### src/rtl/sha_host_ctrl_if.sv
// Bundle of the stream, SHA-core control and digest-host signals seen by
// sha_host_ctrl. The controller attaches through the master modport; the
// environment (stream source, core, host) attaches through the slave modport.
//
// Handshake semantics:
//   - Stream: a word transfers on a rising clk edge where s_valid && s_ready.
//     The source holds s_data/s_last stable while s_valid is high and s_ready
//     is low.
//   - Core: core_run is a single-cycle pulse, raised only while core_ready is
//     high. core_done is a single-cycle pulse and core_digest is valid with it.
//   - Digest: digest is valid while digest_valid is high. The host consumes it
//     with digest_ack. digest_ack is ignored while digest_valid is low.
interface sha_host_ctrl_if #(
  parameter int WORD_W      = 32,
  parameter int BLOCK_WORDS = 16,
  parameter int DIGEST_W    = 256
);
  logic                          s_valid;
  logic [WORD_W-1:0]             s_data;
  logic                          s_last;
  logic                          s_ready;
  logic                          core_ready;
  logic                          core_done;
  logic [DIGEST_W-1:0]           core_digest;
  logic                          core_run;
  logic                          core_first;
  logic [WORD_W*BLOCK_WORDS-1:0] core_block;
  logic [DIGEST_W-1:0]           digest;
  logic                          digest_valid;
  logic                          digest_ack;
  logic                          busy;
  logic                          err;

  // Controller side.
  modport master (
    input  s_valid, s_data, s_last, core_ready, core_done, core_digest, digest_ack,
    output s_ready, core_run, core_first, core_block, digest, digest_valid, busy, err
  );

  // Environment side: stream source, SHA core and digest consumer.
  modport slave (
    output s_valid, s_data, s_last, core_ready, core_done, core_digest, digest_ack,
    input  s_ready, core_run, core_first, core_block, digest, digest_valid, busy, err
  );
endinterface

### src/rtl/sha_host_ctrl.sv
// Host-side requester for the SHA core. It packs 32-bit stream words into a
// 512-bit block, launches the core once per block, and chains the blocks of
// one message. After the final block it captures the digest and holds it
// until the host acknowledges it.
module sha_host_ctrl #(
  parameter int WORD_W      = 32,
  parameter int BLOCK_WORDS = 16,
  parameter int DIGEST_W    = 256,
  parameter int TIMEOUT     = 127
) (
  input  logic            clk,
  input  logic            rst,
  sha_host_ctrl_if.master bus,
  output logic [2:0]      state_dbg_o
);

  localparam int BLOCK_W = WORD_W * BLOCK_WORDS;
  localparam int WCNT_W  = $clog2(BLOCK_WORDS);
  localparam int TCNT_W  = 7;

  typedef enum logic [2:0] {
    ST_FILL   = 3'd0,
    ST_LAUNCH = 3'd1,
    ST_WAIT   = 3'd2,
    ST_HOLD   = 3'd3,
    ST_ERR    = 3'd4
  } state_t;

  state_t              state_q;
  logic [WCNT_W-1:0]   wcnt_q;
  logic                last_flag_q;
  logic                first_q;
  logic [TCNT_W-1:0]   tcnt_q;
  logic [BLOCK_W-1:0]  block_q;
  logic [DIGEST_W-1:0] digest_q;
  logic                digest_valid_q;
  logic                err_q;

  logic                accept;
  logic                block_full;

  // Stream acceptance and end-of-block detection.
  always_comb begin
    accept     = 1'b0;
    block_full = 1'b0;
    accept     = bus.s_valid && (state_q == ST_FILL) && !rst;
    block_full = (wcnt_q == WCNT_W'(BLOCK_WORDS - 1));
  end

  // Control FSM with its datapath registers. Word 0 of a block sits in the
  // top word of the block buffer. The buffer is written only in FILL, so it
  // stays stable while the core works on it.
  always_ff @(posedge clk) begin
    if (rst) begin
      state_q        <= ST_FILL;
      wcnt_q         <= '0;
      last_flag_q    <= 1'b0;
      first_q        <= 1'b1;
      tcnt_q         <= '0;
      block_q        <= '0;
      digest_q       <= '0;
      digest_valid_q <= 1'b0;
      err_q          <= 1'b0;
    end else begin
      case (state_q)
        ST_FILL: begin
          if (accept) begin
            for (int i = 0; i < BLOCK_WORDS; i++) begin
              if (wcnt_q == WCNT_W'(BLOCK_WORDS - 1 - i)) begin
                block_q[i*WORD_W +: WORD_W] <= bus.s_data;
              end
            end
            if (block_full) begin
              wcnt_q      <= '0;
              last_flag_q <= bus.s_last;
              state_q     <= ST_LAUNCH;
            end else begin
              wcnt_q <= wcnt_q + WCNT_W'(1);
              // A message must end on a block boundary. Padding is done upstream.
              if (bus.s_last) begin
                state_q <= ST_ERR;
                err_q   <= 1'b1;
              end
            end
          end
        end
        ST_LAUNCH: begin
          // core_run is raised in this cycle only when core_ready is high.
          // There is no timeout while the core is busy elsewhere.
          if (bus.core_ready) begin
            tcnt_q  <= '0;
            state_q <= ST_WAIT;
          end
        end
        ST_WAIT: begin
          // core_done beats the timeout when both fall in the same cycle.
          // tcnt counts 0..TIMEOUT, so WAIT lasts at most TIMEOUT+1 cycles.
          if (bus.core_done) begin
            if (last_flag_q) begin
              digest_q       <= bus.core_digest;
              digest_valid_q <= 1'b1;
              state_q        <= ST_HOLD;
            end else begin
              first_q <= 1'b0;
              state_q <= ST_FILL;
            end
          end else if (tcnt_q == TCNT_W'(TIMEOUT)) begin
            state_q <= ST_ERR;
            err_q   <= 1'b1;
          end else begin
            tcnt_q <= tcnt_q + TCNT_W'(1);
          end
        end
        ST_HOLD: begin
          if (bus.digest_ack) begin
            digest_valid_q <= 1'b0;
            first_q        <= 1'b1;
            state_q        <= ST_FILL;
          end
        end
        ST_ERR: begin
          err_q <= 1'b1;
        end
        default: begin
          state_q <= ST_ERR;
          err_q   <= 1'b1;
        end
      endcase
    end
  end

  // Outputs decoded from registered state. s_ready and core_run are held low
  // while rst is high, so no transfer or launch happens during reset.
  assign bus.s_ready      = (state_q == ST_FILL) && !rst;
  assign bus.core_run     = (state_q == ST_LAUNCH) && bus.core_ready && !rst;
  assign bus.core_first   = first_q;
  assign bus.core_block   = block_q;
  assign bus.digest       = digest_q;
  assign bus.digest_valid = digest_valid_q;
  assign bus.busy         = (state_q == ST_LAUNCH) || (state_q == ST_WAIT);
  assign bus.err          = err_q;
  assign state_dbg_o      = state_q;

endmodule

### src/flat_wrapper.sv
// flat-port wrapper written by rule: the top's interface ports become plain ports
module sha_host_ctrl_flat 
#(
  parameter int WORD_W      = 32,
  parameter int BLOCK_WORDS = 16,
  parameter int DIGEST_W    = 256,
  parameter int TIMEOUT     = 127
)
  (clk, rst, state_dbg_o, bus_s_valid, bus_s_data, bus_s_last, bus_core_ready, bus_core_done, bus_core_digest, bus_digest_ack, bus_s_ready, bus_core_run, bus_core_first, bus_core_block, bus_digest, bus_digest_valid, bus_busy, bus_err);
  sha_host_ctrl_if #(.WORD_W(WORD_W), .BLOCK_WORDS(BLOCK_WORDS), .DIGEST_W(DIGEST_W)) bus_i ();
  input  logic clk;
  input  logic rst;
  output logic [2:0] state_dbg_o;
  input wire logic [$bits(bus_i.s_valid)-1:0] bus_s_valid;
  input wire logic [$bits(bus_i.s_data)-1:0] bus_s_data;
  input wire logic [$bits(bus_i.s_last)-1:0] bus_s_last;
  input wire logic [$bits(bus_i.core_ready)-1:0] bus_core_ready;
  input wire logic [$bits(bus_i.core_done)-1:0] bus_core_done;
  input wire logic [$bits(bus_i.core_digest)-1:0] bus_core_digest;
  input wire logic [$bits(bus_i.digest_ack)-1:0] bus_digest_ack;
  output wire logic [$bits(bus_i.s_ready)-1:0] bus_s_ready;
  output wire logic [$bits(bus_i.core_run)-1:0] bus_core_run;
  output wire logic [$bits(bus_i.core_first)-1:0] bus_core_first;
  output wire logic [$bits(bus_i.core_block)-1:0] bus_core_block;
  output wire logic [$bits(bus_i.digest)-1:0] bus_digest;
  output wire logic [$bits(bus_i.digest_valid)-1:0] bus_digest_valid;
  output wire logic [$bits(bus_i.busy)-1:0] bus_busy;
  output wire logic [$bits(bus_i.err)-1:0] bus_err;
  assign bus_i.s_valid = bus_s_valid;
  assign bus_i.s_data = bus_s_data;
  assign bus_i.s_last = bus_s_last;
  assign bus_i.core_ready = bus_core_ready;
  assign bus_i.core_done = bus_core_done;
  assign bus_i.core_digest = bus_core_digest;
  assign bus_i.digest_ack = bus_digest_ack;
  assign bus_s_ready = bus_i.s_ready;
  assign bus_core_run = bus_i.core_run;
  assign bus_core_first = bus_i.core_first;
  assign bus_core_block = bus_i.core_block;
  assign bus_digest = bus_i.digest;
  assign bus_digest_valid = bus_i.digest_valid;
  assign bus_busy = bus_i.busy;
  assign bus_err = bus_i.err;
  sha_host_ctrl #(.WORD_W(WORD_W), .BLOCK_WORDS(BLOCK_WORDS), .DIGEST_W(DIGEST_W), .TIMEOUT(TIMEOUT)) u_core (.clk(clk), .rst(rst), .bus(bus_i), .state_dbg_o(state_dbg_o));
endmodule
### config.mk
export PLATFORM = sky130hd
export DESIGN_NAME = sha_host_ctrl_flat
export DESIGN_NICKNAME = d
export VERILOG_FILES = /design/src/rtl/sha_host_ctrl_if.sv /design/src/rtl/sha_host_ctrl.sv /design/src/flat_wrapper.sv
export SDC_FILE = /design/constraint.sdc
export NUM_CORES = 2
export LEC_CHECK = 0
export ABC_AREA = 1
export CORE_AREA = 2 2 414 416
export CTS_CLUSTER_DIAMETER = 50
export DETAILED_ROUTE_END_ITERATION = 6
export DIE_AREA = 0 0 416 418
export PLACE_DENSITY_LB_ADDON = 0.2
export SLEW_MARGIN = 25
export SYNTH_ARGS = -nofsm -noshare
export SYNTH_HDL_FRONTEND = slang
export SYNTH_SLANG_ARGS = --single-unit
export TNS_END_PERCENT = 10
### constraint.sdc
create_clock -name clk -period 1.9 [get_ports clk]
set_input_delay 0.38 -clock clk [delete_from_list [all_inputs] [get_ports clk]]
set_output_delay 0.38 -clock clk [all_outputs]
set_load 0.02 [all_outputs]
==> results.txt <==
The share of total power dissipated in combinational logic is between 10% and 20%. The critical path's top delay family is flip-flops. The count of pins over their slew limit came out at 0. The switching portion of total power is a little over a quarter. The post-detailed-route via-to-cell ratio is between 3 and 4. The post-synthesis cell type count is 29. The post-layout instance count excluding filler cells is between 7000 and 8000. The horizontal extent of the die came out at ~420 µm. The worst setup path is captured at an output pin. The buffer depth of the longest clock path is 3. The starting utilization of the core area came out at around 17%. The total global routing overflow is 0. Setup repair after global routing could not meet its margin everywhere.

The worst setup path is launched from a flip-flop. The post-route setup TNS came out at -479 ps. After clock tree synthesis, the clock-pin slew on the worst setup and hold paths is roughly 60 ps.

The sequential element share of the synthesized area came out at 56.3%. The path with the worst hold slack has its endpoint at u_core.bus.core_block[186]$_SDFFE_PP0P_. The async set or reset register ratio after synthesis is 0%. The path type of the worst min-delay path is input port to flip-flop. The CTS tree is done. The run finished, with violations left. After technology mapping, the gate count stands at around 3600. The maximum number of pins on one net before global-route repair is approximately 130. The worst register-to-register path begins at u_core.state_dbg_o[0]$_SDFFE_PP0P_. The hold violation count in the final report is 0. In this run, placement finished with an instance count of around 6800. The final reports fail on negative setup slack. The critical path goes through buf_6, nor2_4, nand2_4, nor3_2, buf_4. For the worst-skew pair, the clock arrives at the later sink with an insertion delay of 740 ps.

For the finished layout, the period the worst path requires is ~2100 ps. The endpoint identified for the worst register-to-register timing path is u_core.bus.core_block[169]$_SDFFE_PP0P_. The total length of routed wires is approximately 150 mm. The global routing usage summed across all routing layers is roughly 17%. In the post-synthesis netlist, the biggest area contributors are sky130_fd_sc_hd__dfxtp_1 (56%), sky130_fd_sc_hd__nor2_1 (12%), sky130_fd_sc_hd__o21ai_0 (11%). The wire length of the first global-routing pass is ~210 mm. The simple-gate area share of the yosys netlist came out at 17.5%. The power density over the cells came out at about 980 mW/mm².

The number of instances on the worst hold path came out at 3. The largest individual stage delay along the critical path comes from the cell sky130_fd_sc_hd__dfxtp_2. The post-route worst setup slack came out at -183 ps.

The maximum level of the CTS H-tree is 3. The adder-cell area share of the yosys netlist is less than 1%. The first routing iteration left approximately 1700 violations. Along the worst path, the maximum fanout reaches 4. The worst-case IR drop observed on VDD is between 0.6 and 0.7 mV. The internal power is around 33 mW. The share of synthesized area in the top cell type comes to approximately 56%. The final estimated routing congestion in global placement came out at between 0.8 and 0.9.

The multiplexer share of the synthesized area came out at 0%. Summing the areas of all compound-gate instances in the mapped netlist gives 18.2% of the synthesized area. The half-perimeter wire length after detailed placement came out at roughly 110 mm. The sequential power share is a little under two fifths.

The proportion of layout cells with a drive suffix above 1 is between 10% and 20%. The total number of nets in the final design is 4984. Headroom to the max-slew limit came out at 49.4%. The area of the die came out at 0.174 mm².

The clock root buffer is sky130_fd_sc_hd__clkbuf_16. The routed length per placed instance came out at about 22 µm. In this run the static leakage power is 20.0 nW.

1072 I/O pins were placed. Summed over all nets, the switching power comes to 12.2 mW. Yosys instantiated no cell more often than sky130_fd_sc_hd__nor2_1. The worst clock skew on the final layout came out at approximately 21 ps. The clock network accounts for 51.0% of the total power. The number of cell rows is approximately 150. The via count of the first global-routing pass came out at between 20000 and 30000. The transition time at the pin with the least slew margin came out at approximately 760 ps. STA puts the critical path data required time at approximately 1500 ps.

The part of the cycle the worst path needs came out at 110%. The number of fill cells in the layout is approximately 18000. The relative area change from synthesis to final layout is 66.9%. In the synthesized netlist the dominant register cell turns out to be sky130_fd_sc_hd__dfxtp_1. The cell area that synthesis handed to floorplanning was between 0.02 and 0.03 mm². The number of clock buffers added by TritonCTS is about 120. Counting instances in the post-synthesis netlist gives the leading cell types as sky130_fd_sc_hd__nor2_1 (858), sky130_fd_sc_hd__dfxtp_1 (786), sky130_fd_sc_hd__o21ai_0 (642). The number of synthesized register bits came out at between 700 and 800.

The initial antenna violation count is 22. The count of nets left with antenna violations once routing finished came out at 0. The biggest area contributor in the post-synthesis netlist is sky130_fd_sc_hd__dfxtp_1. The synthesized-area fraction occupied by xor and xnor cells came out at 0%. The synthesized net count came out at 3857.

The final setup violation count is 15. The first-pass detailed-route iteration total is 5. Measured along the y axis, the die boundary spans approximately 420 µm. The mean instance size in the synthesized netlist came out at 7.86 µm². The endpoint arrival time on the critical path came out at roughly 1700 ps. The total DRC errors in the routed layout is 0. The length in cells of the worst reg-to-reg path is 10. The standard cell core area came out at approximately 0.17 mm².

The number of buffer and inverter instances along the worst setup path is 2. The startpoint of the lowest-slack hold path is bus_s_data[26]. During synthesis, Yosys emitted a total of 0 warnings. The count of buffers from port buffering came out at 1071.

The maximum frequency from static timing analysis came out at around 480 MHz. The clock sink count came out at approximately 800. After synthesis, the largest family of logic cells by area is compound AO/OA/AOI/OAI gates.

In this design, the stage delay of the slowest critical-path cell is 340 ps. The routed via count is 28000. Across the run, the number of max-cap violations was 0. The worst setup path is of the flip-flop to output pin kind.

The internal reg-to-reg setup slack came out at -20 ps. The synthesized design contains 0 enable-type register cells.
## how the worst max path moves through the flow
stage	start	endpoint	slack [ps]	cells after the start
after global routing	u_core.state_dbg_o[2]$_SDFFE_PP0P_	bus_core_run	-270	5
after detailed placement	bus_s_valid	u_core.bus.core_block[168]$_SDFFE_PP0P_	-280	9
after floorplan	u_core.state_dbg_o[0]$_SDFFE_PP0P_	u_core.tcnt_q[4]$_SDFFE_PP0P_	140	9
after global placement	bus_s_valid	u_core.bus.core_block[169]$_SDFFE_PP0P_	-270	9
after CTS	u_core.state_dbg_o[0]$_SDFFE_PP0P_	bus_core_run	-260	5
final	u_core.state_dbg_o[2]$_SDFFE_PP0P_	bus_core_run	-180	5
## final cells by class
type                    count  area [µm²]  area share (%)
well taps                2218        2780            5.95
inverters                 259        1020            2.18
clock inverters            62         807            1.73
clock buffers             161        3420            7.32
diodes                     13        32.5          0.0697
flip-flops and latches    786       15800            33.8
repair buffers           1295       12600            26.9
multi-input cells        2224       10300            22.1
## tightest hold or removal path, cell delays in order
cell                     delay (ps)
sky130_fd_sc_hd__buf_2          240
sky130_fd_sc_hd__nor2_1         150
sky130_fd_sc_hd__nor2_1          50
## power groups by stage
stage	clock network (mW)	registers, mW	logic (mW)
CTS	23.8	17.0	5.30
floorplan	0	17.6	1.79
detailed placement	0	17.3	5.22
global route	24.5	17.0	5.70
finish	23.3	17.0	5.30
global placement	0	17.3	5.24
## cell families (layout without fill, tap and decap cells)
family	Yosys count	after routing
and+or+nand+nor	1204	1204
AOI/OAI and AO/OA	1015	1015
DFF	786	786
buffers and inverters	547	1777
adders and majority gates	5	5
other	0	13
## flip-flops by register name, indices dropped and copies added (netlist names)
signal,cells
u_core.bus.core_block,512
u_core.bus.digest_valid,1
u_core.wcnt_q,4
u_core.bus.core_first,1
u_core.tcnt_q,7
u_core.state_dbg_o,3
u_core.last_flag_q,1
u_core.bus.err,1
u_core.bus.digest,256
## what timing repair did
action,in CTS,in global routing
endpoints found under the setup margin,824,558
setup buffers,6,9
pin swaps,6,11
cloned,0,3
hold endpoints to repair,7,0
hold buffers,3,0
resized for setup,1062,478
## per-stage QoR
stage | cell area (µm²) | hold WS (ps) | setup WS [ps] | power, mW | utilization (%)
2_1_floorplan | 28000 | 434 | 136 | 19.4 | -
3_3_place_gp | 42800 | 430 | -274 | 22.6 | 25.3
3_5_place_dp | 42800 | 434 | -285 | 22.5 | 25.3
4_1_cts | 46400 | 48.5 | -257 | 46.1 | 27.4
5_1_grt | 46700 | 65.2 | -267 | 47.2 | 27.6
6_report | 46700 | 126 | -183 | 45.6 | 27.6
## per-layer routing
| metal | up-vias | track usage, % | wire length (µm) |
|---|---|---|---|
| met1 | 13100 | 19.1 | 60800 |
| met3 | 188 | 5.24 | 11000 |
| met2 | 936 | 29.3 | 75200 |
| met5 | - | 0 | 65 |
| met4 | 12 | 5.05 | 4550 |
| li1 | 13800 | - | - |
## cells in the final DEF, fill, tap and decap left out, types with 8 or more instances in the layout
| cell type | synthesis | layout |
|---|---|---|
| sky130_fd_sc_hd__a21oi_1 | 364 | 364 |
| sky130_fd_sc_hd__clkinv_4 | 0 | 12 |
| sky130_fd_sc_hd__o21ai_0 | 642 | 633 |
| sky130_fd_sc_hd__nand4_4 | 0 | 8 |
| sky130_fd_sc_hd__buf_12 | 0 | 85 |
| sky130_fd_sc_hd__dfxtp_1 | 786 | 773 |
| sky130_fd_sc_hd__bufinv_16 | 0 | 13 |
| sky130_fd_sc_hd__nand2_1 | 176 | 170 |
| sky130_fd_sc_hd__dfxtp_2 | 0 | 12 |
| sky130_fd_sc_hd__clkbuf_1 | 232 | 15 |
| sky130_fd_sc_hd__buf_4 | 3 | 131 |
| sky130_fd_sc_hd__clkbuf_8 | 0 | 26 |
| sky130_fd_sc_hd__diode_2 | 0 | 13 |
| sky130_fd_sc_hd__nor2_2 | 2 | 25 |
| sky130_fd_sc_hd__inv_6 | 0 | 9 |
| sky130_fd_sc_hd__clkbuf_2 | 0 | 100 |
| sky130_fd_sc_hd__buf_2 | 30 | 35 |
| sky130_fd_sc_hd__nand3_1 | 140 | 138 |
| sky130_fd_sc_hd__dlygate4sd2_1 | 0 | 362 |
| sky130_fd_sc_hd__o21ai_1 | 9 | 18 |
| sky130_fd_sc_hd__clkinv_2 | 1 | 16 |
| sky130_fd_sc_hd__clkbuf_16 | 0 | 123 |
| sky130_fd_sc_hd__nor2_1 | 858 | 825 |
| sky130_fd_sc_hd__clkdlybuf4s15_1 | 0 | 197 |
| sky130_fd_sc_hd__clkdlybuf4s50_1 | 0 | 280 |
| sky130_fd_sc_hd__clkdlybuf4s15_2 | 0 | 80 |
| sky130_fd_sc_hd__buf_6 | 11 | 12 |
| sky130_fd_sc_hd__nor2_4 | 2 | 12 |
| sky130_fd_sc_hd__inv_1 | 256 | 249 |
Note: power is estimated with default switching activity, not from simulation.
